$ cat src/rtl/echo_delay_line_if.sv
// rtl/echo_delay_line_if.sv - sample-beat bundle between the sample source and the delay line
interface echo_delay_line_if #(
  parameter int DATA_W = 8,
  parameter int ADDR_W = 4
);
  logic                     in_valid;
  logic signed [DATA_W-1:0] in_data;
  logic [ADDR_W-1:0]        delay;
  logic                     mode;
  logic                     out_valid;
  logic signed [DATA_W-1:0] out_data;
  logic                     primed;

  modport master (
    output in_valid, in_data, delay, mode,
    input  out_valid, out_data, primed
  );

  modport slave (
    input  in_valid, in_data, delay, mode,
    output out_valid, out_data, primed
  );
endinterface

$ cat src/rtl/echo_delay_line.sv
// rtl/echo_delay_line.sv - circular-buffer delay line with optional saturated echo mix
module echo_delay_line #(
  parameter int DATA_W    = 8,
  parameter int ADDR_W    = 4,
  parameter int MIX_SHIFT = 1
) (
  input logic               clk,
  input logic               rst,
  echo_delay_line_if.slave  bus
);
  localparam int DEPTH = 2 ** ADDR_W;
  localparam logic [ADDR_W-1:0]        FILL_MAX = '1;
  localparam logic signed [DATA_W-1:0] SAT_MAX  = {1'b0, {(DATA_W-1){1'b1}}};
  localparam logic signed [DATA_W-1:0] SAT_MIN  = {1'b1, {(DATA_W-1){1'b0}}};

  logic signed [DATA_W-1:0] mem [DEPTH];

  logic [ADDR_W-1:0]        wr_ptr;
  logic [ADDR_W-1:0]        fill;
  logic                     out_valid_q;
  logic signed [DATA_W-1:0] out_data_q;
  logic                     primed_q;

  logic [ADDR_W-1:0]        rd_addr;
  logic                     bypass;
  logic                     warm_up;
  logic signed [DATA_W-1:0] tap;
  logic signed [DATA_W-1:0] tap_att;
  logic signed [DATA_W:0]   mix_sum;
  logic signed [DATA_W-1:0] mix_sat;
  logic signed [DATA_W-1:0] result;
  logic [ADDR_W-1:0]        fill_next;

  // Pointer arithmetic wraps naturally at ADDR_W bits, giving the mod-DEPTH read address.
  assign rd_addr = wr_ptr - bus.delay;
  assign bypass  = (bus.delay == '0);
  assign warm_up = (bus.delay > fill);

  always_comb begin
    tap = '0;
    if (bypass)
      tap = bus.in_data;
    else if (!warm_up)
      tap = mem[rd_addr];
  end

  assign tap_att = tap >>> MIX_SHIFT;
  assign mix_sum = {bus.in_data[DATA_W-1], bus.in_data} + {tap_att[DATA_W-1], tap_att};

  // Overflow shows up as the two top bits of the widened sum disagreeing.
  always_comb begin
    mix_sat = mix_sum[DATA_W-1:0];
    if (mix_sum[DATA_W] != mix_sum[DATA_W-1])
      mix_sat = mix_sum[DATA_W] ? SAT_MIN : SAT_MAX;
  end

  assign result    = bus.mode ? mix_sat : tap;
  assign fill_next = (fill == FILL_MAX) ? fill : fill + 1'b1;

  always_ff @(posedge clk) begin
    if (bus.in_valid && !rst)
      mem[wr_ptr] <= bus.in_data;
  end

  always_ff @(posedge clk or posedge rst) begin
    if (rst) begin
      wr_ptr      <= '0;
      fill        <= '0;
      out_valid_q <= 1'b0;
      out_data_q  <= '0;
      primed_q    <= 1'b0;
    end else if (bus.in_valid) begin
      wr_ptr      <= wr_ptr + 1'b1;
      fill        <= fill_next;
      out_valid_q <= 1'b1;
      out_data_q  <= result;
      primed_q    <= !warm_up || bypass;
    end else begin
      out_valid_q <= 1'b0;
    end
  end

  assign bus.out_valid = out_valid_q;
  assign bus.out_data  = out_data_q;
  assign bus.primed    = primed_q;
endmodule

$ cat src/flat_wrapper.sv
// flat-port wrapper written by rule: the top's interface ports become plain ports
module echo_delay_line_flat 
#(
  parameter int DATA_W    = 8,
  parameter int ADDR_W    = 4,
  parameter int MIX_SHIFT = 1
)
  (clk, rst, bus_in_valid, bus_in_data, bus_delay, bus_mode, bus_out_valid, bus_out_data, bus_primed);
  echo_delay_line_if #(.DATA_W(DATA_W), .ADDR_W(ADDR_W)) bus_i ();
  input logic clk;
  input logic rst;
  input wire logic [$bits(bus_i.in_valid)-1:0] bus_in_valid;
  input wire logic [$bits(bus_i.in_data)-1:0] bus_in_data;
  input wire logic [$bits(bus_i.delay)-1:0] bus_delay;
  input wire logic [$bits(bus_i.mode)-1:0] bus_mode;
  output wire logic [$bits(bus_i.out_valid)-1:0] bus_out_valid;
  output wire logic [$bits(bus_i.out_data)-1:0] bus_out_data;
  output wire logic [$bits(bus_i.primed)-1:0] bus_primed;
  assign bus_i.in_valid = bus_in_valid;
  assign bus_i.in_data = bus_in_data;
  assign bus_i.delay = bus_delay;
  assign bus_i.mode = bus_mode;
  assign bus_out_valid = bus_i.out_valid;
  assign bus_out_data = bus_i.out_data;
  assign bus_primed = bus_i.primed;
  echo_delay_line #(.DATA_W(DATA_W), .ADDR_W(ADDR_W), .MIX_SHIFT(MIX_SHIFT)) u_core (.clk(clk), .rst(rst), .bus(bus_i));
endmodule
$ cat config.mk
export PLATFORM = sky130hd
export DESIGN_NAME = echo_delay_line_flat
export DESIGN_NICKNAME = d
export VERILOG_FILES = /design/src/rtl/echo_delay_line_if.sv /design/src/rtl/echo_delay_line.sv /design/src/flat_wrapper.sv
export SDC_FILE = /design/constraint.sdc
export NUM_CORES = 1
export LEC_CHECK = 0
export BUFFER_PORTS_ARGS = -buffer_cell sky130_fd_sc_hd__buf_4
export CELL_PAD_IN_SITES_DETAIL_PLACEMENT = 0
export CELL_PAD_IN_SITES_GLOBAL_PLACEMENT = 1
export CORE_AREA = 4 4 131 158
export CTS_BUF_LIST = sky130_fd_sc_hd__clkbuf_4 sky130_fd_sc_hd__clkbuf_8
export DETAILED_ROUTE_END_ITERATION = 8
export DIE_AREA = 0 0 135 162
export GPL_TIMING_DRIVEN = 0
export PLACE_DENSITY_LB_ADDON = 0.2
export SETUP_SLACK_MARGIN = 0.05
export SYNTH_ARGS = -nofsm -noshare
export SYNTH_HDL_FRONTEND = slang
export SYNTH_SLANG_ARGS = --single-unit
$ cat constraint.sdc
create_clock -name clk -period 4.65 [get_ports clk]
set_input_delay 1.1625 -clock clk [delete_from_list [all_inputs] [get_ports clk]]
set_output_delay 1.1625 -clock clk [all_outputs]
set_load 0.05 [all_outputs]
==> load_flow_metrics.sql <==
INSERT INTO impl_metrics (metric_group, metric, value, unit) VALUES
('clocking', 'cts_hold_buf', '0', ''),
('logic_synthesis', 'synth_enable_flop_cells', '128', ''),
('timing', 'setup_slack', '0.00859', 'ns'),
('logic_synthesis', 'ys_warn_count', '0', ''),
('logic_synthesis', 'synthesis.instances', '393', ''),
('die', 'dieArea', '0.0219', 'sq mm'),
('die', 'floorplan.core_area', '0.0193', 'sq mm'),
('final_layout', 'antenna_cells', '0', ''),
('detailed_routing', 'drc_errors', '0', ''),
('critical_path', 'r2r-start', 'u_core.wr_ptr[0]', ''),
('clocking', 'clockRootBuffer', 'clkbuf_8', ''),
('global_route', 'global_route.overflow_total', '0', ''),
('place', 'dpl.hpwl', '10300', 'microns'),
('final_layout', 'seqCellArea', '0.00429', 'sq mm'),
('worst_hold_path', 'worst_hold_path_type', 'register to register', ''),
('logic_synthesis', 'synth_compound_area_share', '7.08', '%'),
('critical_path', 'start_kind', 'input port', ''),
('timing', 'clock-skew-final', '0.0114', 'ns'),
('global_route', 'vias_in_the_first_global_route', '4055', ''),
('final_layout', 'syn_to_final_growth', '23.5', '%'),
('place', 'numPortBuffers', '25', ''),
('clocking', 'tritoncts_buffers', '17', ''),
('clocking', 'clockBufferDepth', '2', ''),
('die', 'top_level_ports', '26', ''),
('critical_path', 'worst-path-max-fanout', '4', ''),
('final_layout', 'finish.instance_area', '0.00821', 'sq mm'),
('logic_synthesis', 'syn-num-nets', '431', ''),
('global_route', 'groute.usage.overall', '14.6', '%'),
('timing', 'report.final.hold_viol_count', '0', ''),
('critical_path', 'critPathCaptureType', 'register', ''),
('timing', 'fin_tns_setup', '0', 'ns'),
('logic_synthesis', 'yosysUniqueCellTypes', '59', ''),
('logic_synthesis', 'synth_top_flop_cell', 'edfxtp_1', ''),
('logic_synthesis', 'post_synthesis_sequential_area_ratio', '64.6', '%'),
('outcome', 'result_of_the_run', 'complete, no violations', ''),
('clocking', 'htreeDepth', '4', ''),
('place', 'detailed_place.area', '0.00724', 'sq mm'),
('logic_synthesis', 'post_synth_and_or_nand_nor_area_fraction', '5.54', '%'),
('logic_synthesis', 'synth_top_cell_area_share', '57.9', '%'),
('clocking', 'cts.reportedPaths.clkPinSlew', '0.08', 'ns'),
('timing', 'drv_slew', '0', ''),
('critical_path', 'critical_path_arrival', '5.03', 'ns'),
('logic_synthesis', 'synth_top_family_by_area', 'multiplexers', ''),
('timing', 'max_slew_margin', '35.0', '%'),
('logic_synthesis', 'synth_xor_xnor_area_share', '1.86', '%'),
('detailed_routing', 'routed_via_density', '4.99', ''),
('worst_hold_path', 'min_from', 'u_core.bus.out_data[7]', ''),
('timing', 'finalSetupViolCount', '0', ''),
('detailed_routing', 'first_pass_iters', '4', ''),
('global_route', 'grt_pass1_wl', '23500', 'microns'),
('timing', 'period_minus_slack', '4.64', 'ns'),
('final_layout', 'fill_cells', '1709', ''),
('detailed_routing', 'aggregate_routed_wire_length', '15700', 'microns'),
('clocking', 'cts_tree', 'yes', ''),
('die', 'chipHeight', '162', 'microns'),
('logic_synthesis', 'synth.mux.area_fraction', '13.6', '%'),
('place', 'dp_worst_slack', '-0.865', 'ns'),
('die', 'fp.dieW', '135', 'microns'),
('die', 'initial_core_utilization', '34.5', '%'),
('critical_path', 'cp.required', '5.03', 'ns'),
('clocking', 'clkLatencyLatePin', '0.45', 'ns'),
('final_layout', 'drive_above_1_share', '37.7', '%'),
('global_route', 'number_of_antenna_violations_at_the_first_check_in_global_routing', '0', ''),
('critical_path', 'path_class', 'input port to register', ''),
('detailed_routing', 'ant_nets', '0', ''),
('logic_synthesis', 'post-synth-top-count-cell', 'edfxtp_1', ''),
('logic_synthesis', 'synthAdderAreaFrac', '4.82', '%'),
('worst_hold_path', 'timing.hold.worst_path_depth', '1', ''),
('final_layout', 'design.final.nets', '522', ''),
('logic_synthesis', 'syn-cell-area', '0.00664', 'sq mm'),
('logic_synthesis', 'synthesis.area_per_instance', '16.9', 'sq um');
[registers in the layout (all words and copies together), names as in the netlist]
name	count
u_core.bus.out_data	8
u_core.bus.out_valid	1
u_core.bus.primed	1
u_core.fill	4
u_core.mem	128
u_core.wr_ptr	4
[stage by stage]
| stage | hold slack (ns) | std cells |
|---|---|---|
| 2_1_floorplan | 0.496 | 393 |
| 3_3_place_gp | 0.472 | 679 |
| 3_5_place_dp | 0.490 | 679 |
| 4_1_cts | 0.510 | 735 |
| 5_1_grt | 0.518 | 757 |
| 6_report | 0.508 | 757 |
[worst max path at each step]
| stage | cells past startpoint | from | endpoint | slack [ns] |
|---|---|---|---|---|
| final | 19 | bus_delay[0] | u_core.bus.out_data[3] | 0.009 |
| after global routing | 20 | bus_delay[0] | u_core.bus.out_data[3] | -0.11 |
| after CTS | 16 | bus_delay[0] | u_core.bus.out_data[2] | 0.06 |
| after detailed placement | 18 | bus_delay[0] | u_core.bus.out_data[3] | -0.87 |
| after global placement | 18 | bus_delay[0] | u_core.bus.out_data[3] | -0.85 |
| after floorplan | 17 | bus_delay[0] | u_core.bus.out_data[3] | 0.06 |
[worst max-delay path, cell delays in order]
cell and delay, ns:
buf_8 0.08, ha_4 0.13, inv_2 0.04, fa_2 0.63
buf_6 0.14, buf_6 0.10, mux4_2 0.29, nor2b_4 0.15
a2111oi_4 0.27, a2111oi_2 0.06, a21o_1 0.22, ha_4 0.28
a21o_1 0.16, a21oi_4 0.08, or3_4 0.40, a22oi_4 0.26
o21ai_2 0.11, or3_1 0.38, nand3_1 0.07
[placed cells by master, fill, tap and decap left out, types with 4 or more instances in the layout]
cell      count
ha_4          6
buf_6        10
mux2i_1      10
buf_12        5
mux4_2       32
ha_1         13
a21o_1        4
inv_1        16
a21oi_1       8
edfxtp_1    128
a22o_1        4
clkbuf_8     17
and2_1       16
mux2i_2       6
buf_4        63
clkinv_2      5
xnor2_1       7
and3_1        4
nor2_1        9
nand3_1       9
nand2_1      12
dfrtp_1      18
nor3_1        4
clkbuf_1      4
[area by class of cell]
cell class / count / share of cell area (%)
repair buffers: 71 / 7.11
multi-input cells: 216 / 29.6
plain buffers: 13 / 1.68
clock buffers: 19 / 3.03
flip-flops and latches: 146 / 52.3
clock inverters: 12 / 1.42
well taps: 261 / 3.98
inverters: 19 / 0.869
[timing repair]
item                                    4_1_cts  5_1_grt
buffers inserted                             24       22
resized for setup                            20       32
pin swaps                                    17       27
endpoints found under the setup margin        8        7
gates cloned                                  1        0
[routing by layer]
metal / global-route usage (%) / vias up / wire [microns]
met2: 27.0 / 54 / 8790
met4: 5.00 / 0 / 221
met1: 16.7 / 1959 / 6280
li1: - / 1744 / -
met5: 0 / - / 0
met3: 2.91 / 17 / 373
[kinds of logic after synthesis]
family	count (synthesis)
flops	146
simple gates	68
mux	50
buf+inv	32
compound gates	60
xor+xnor	12
fa+ha+maj	25
Power is not shown: default switching activity piles up to over one toggle a cycle in this logic, so the estimate is an artifact.
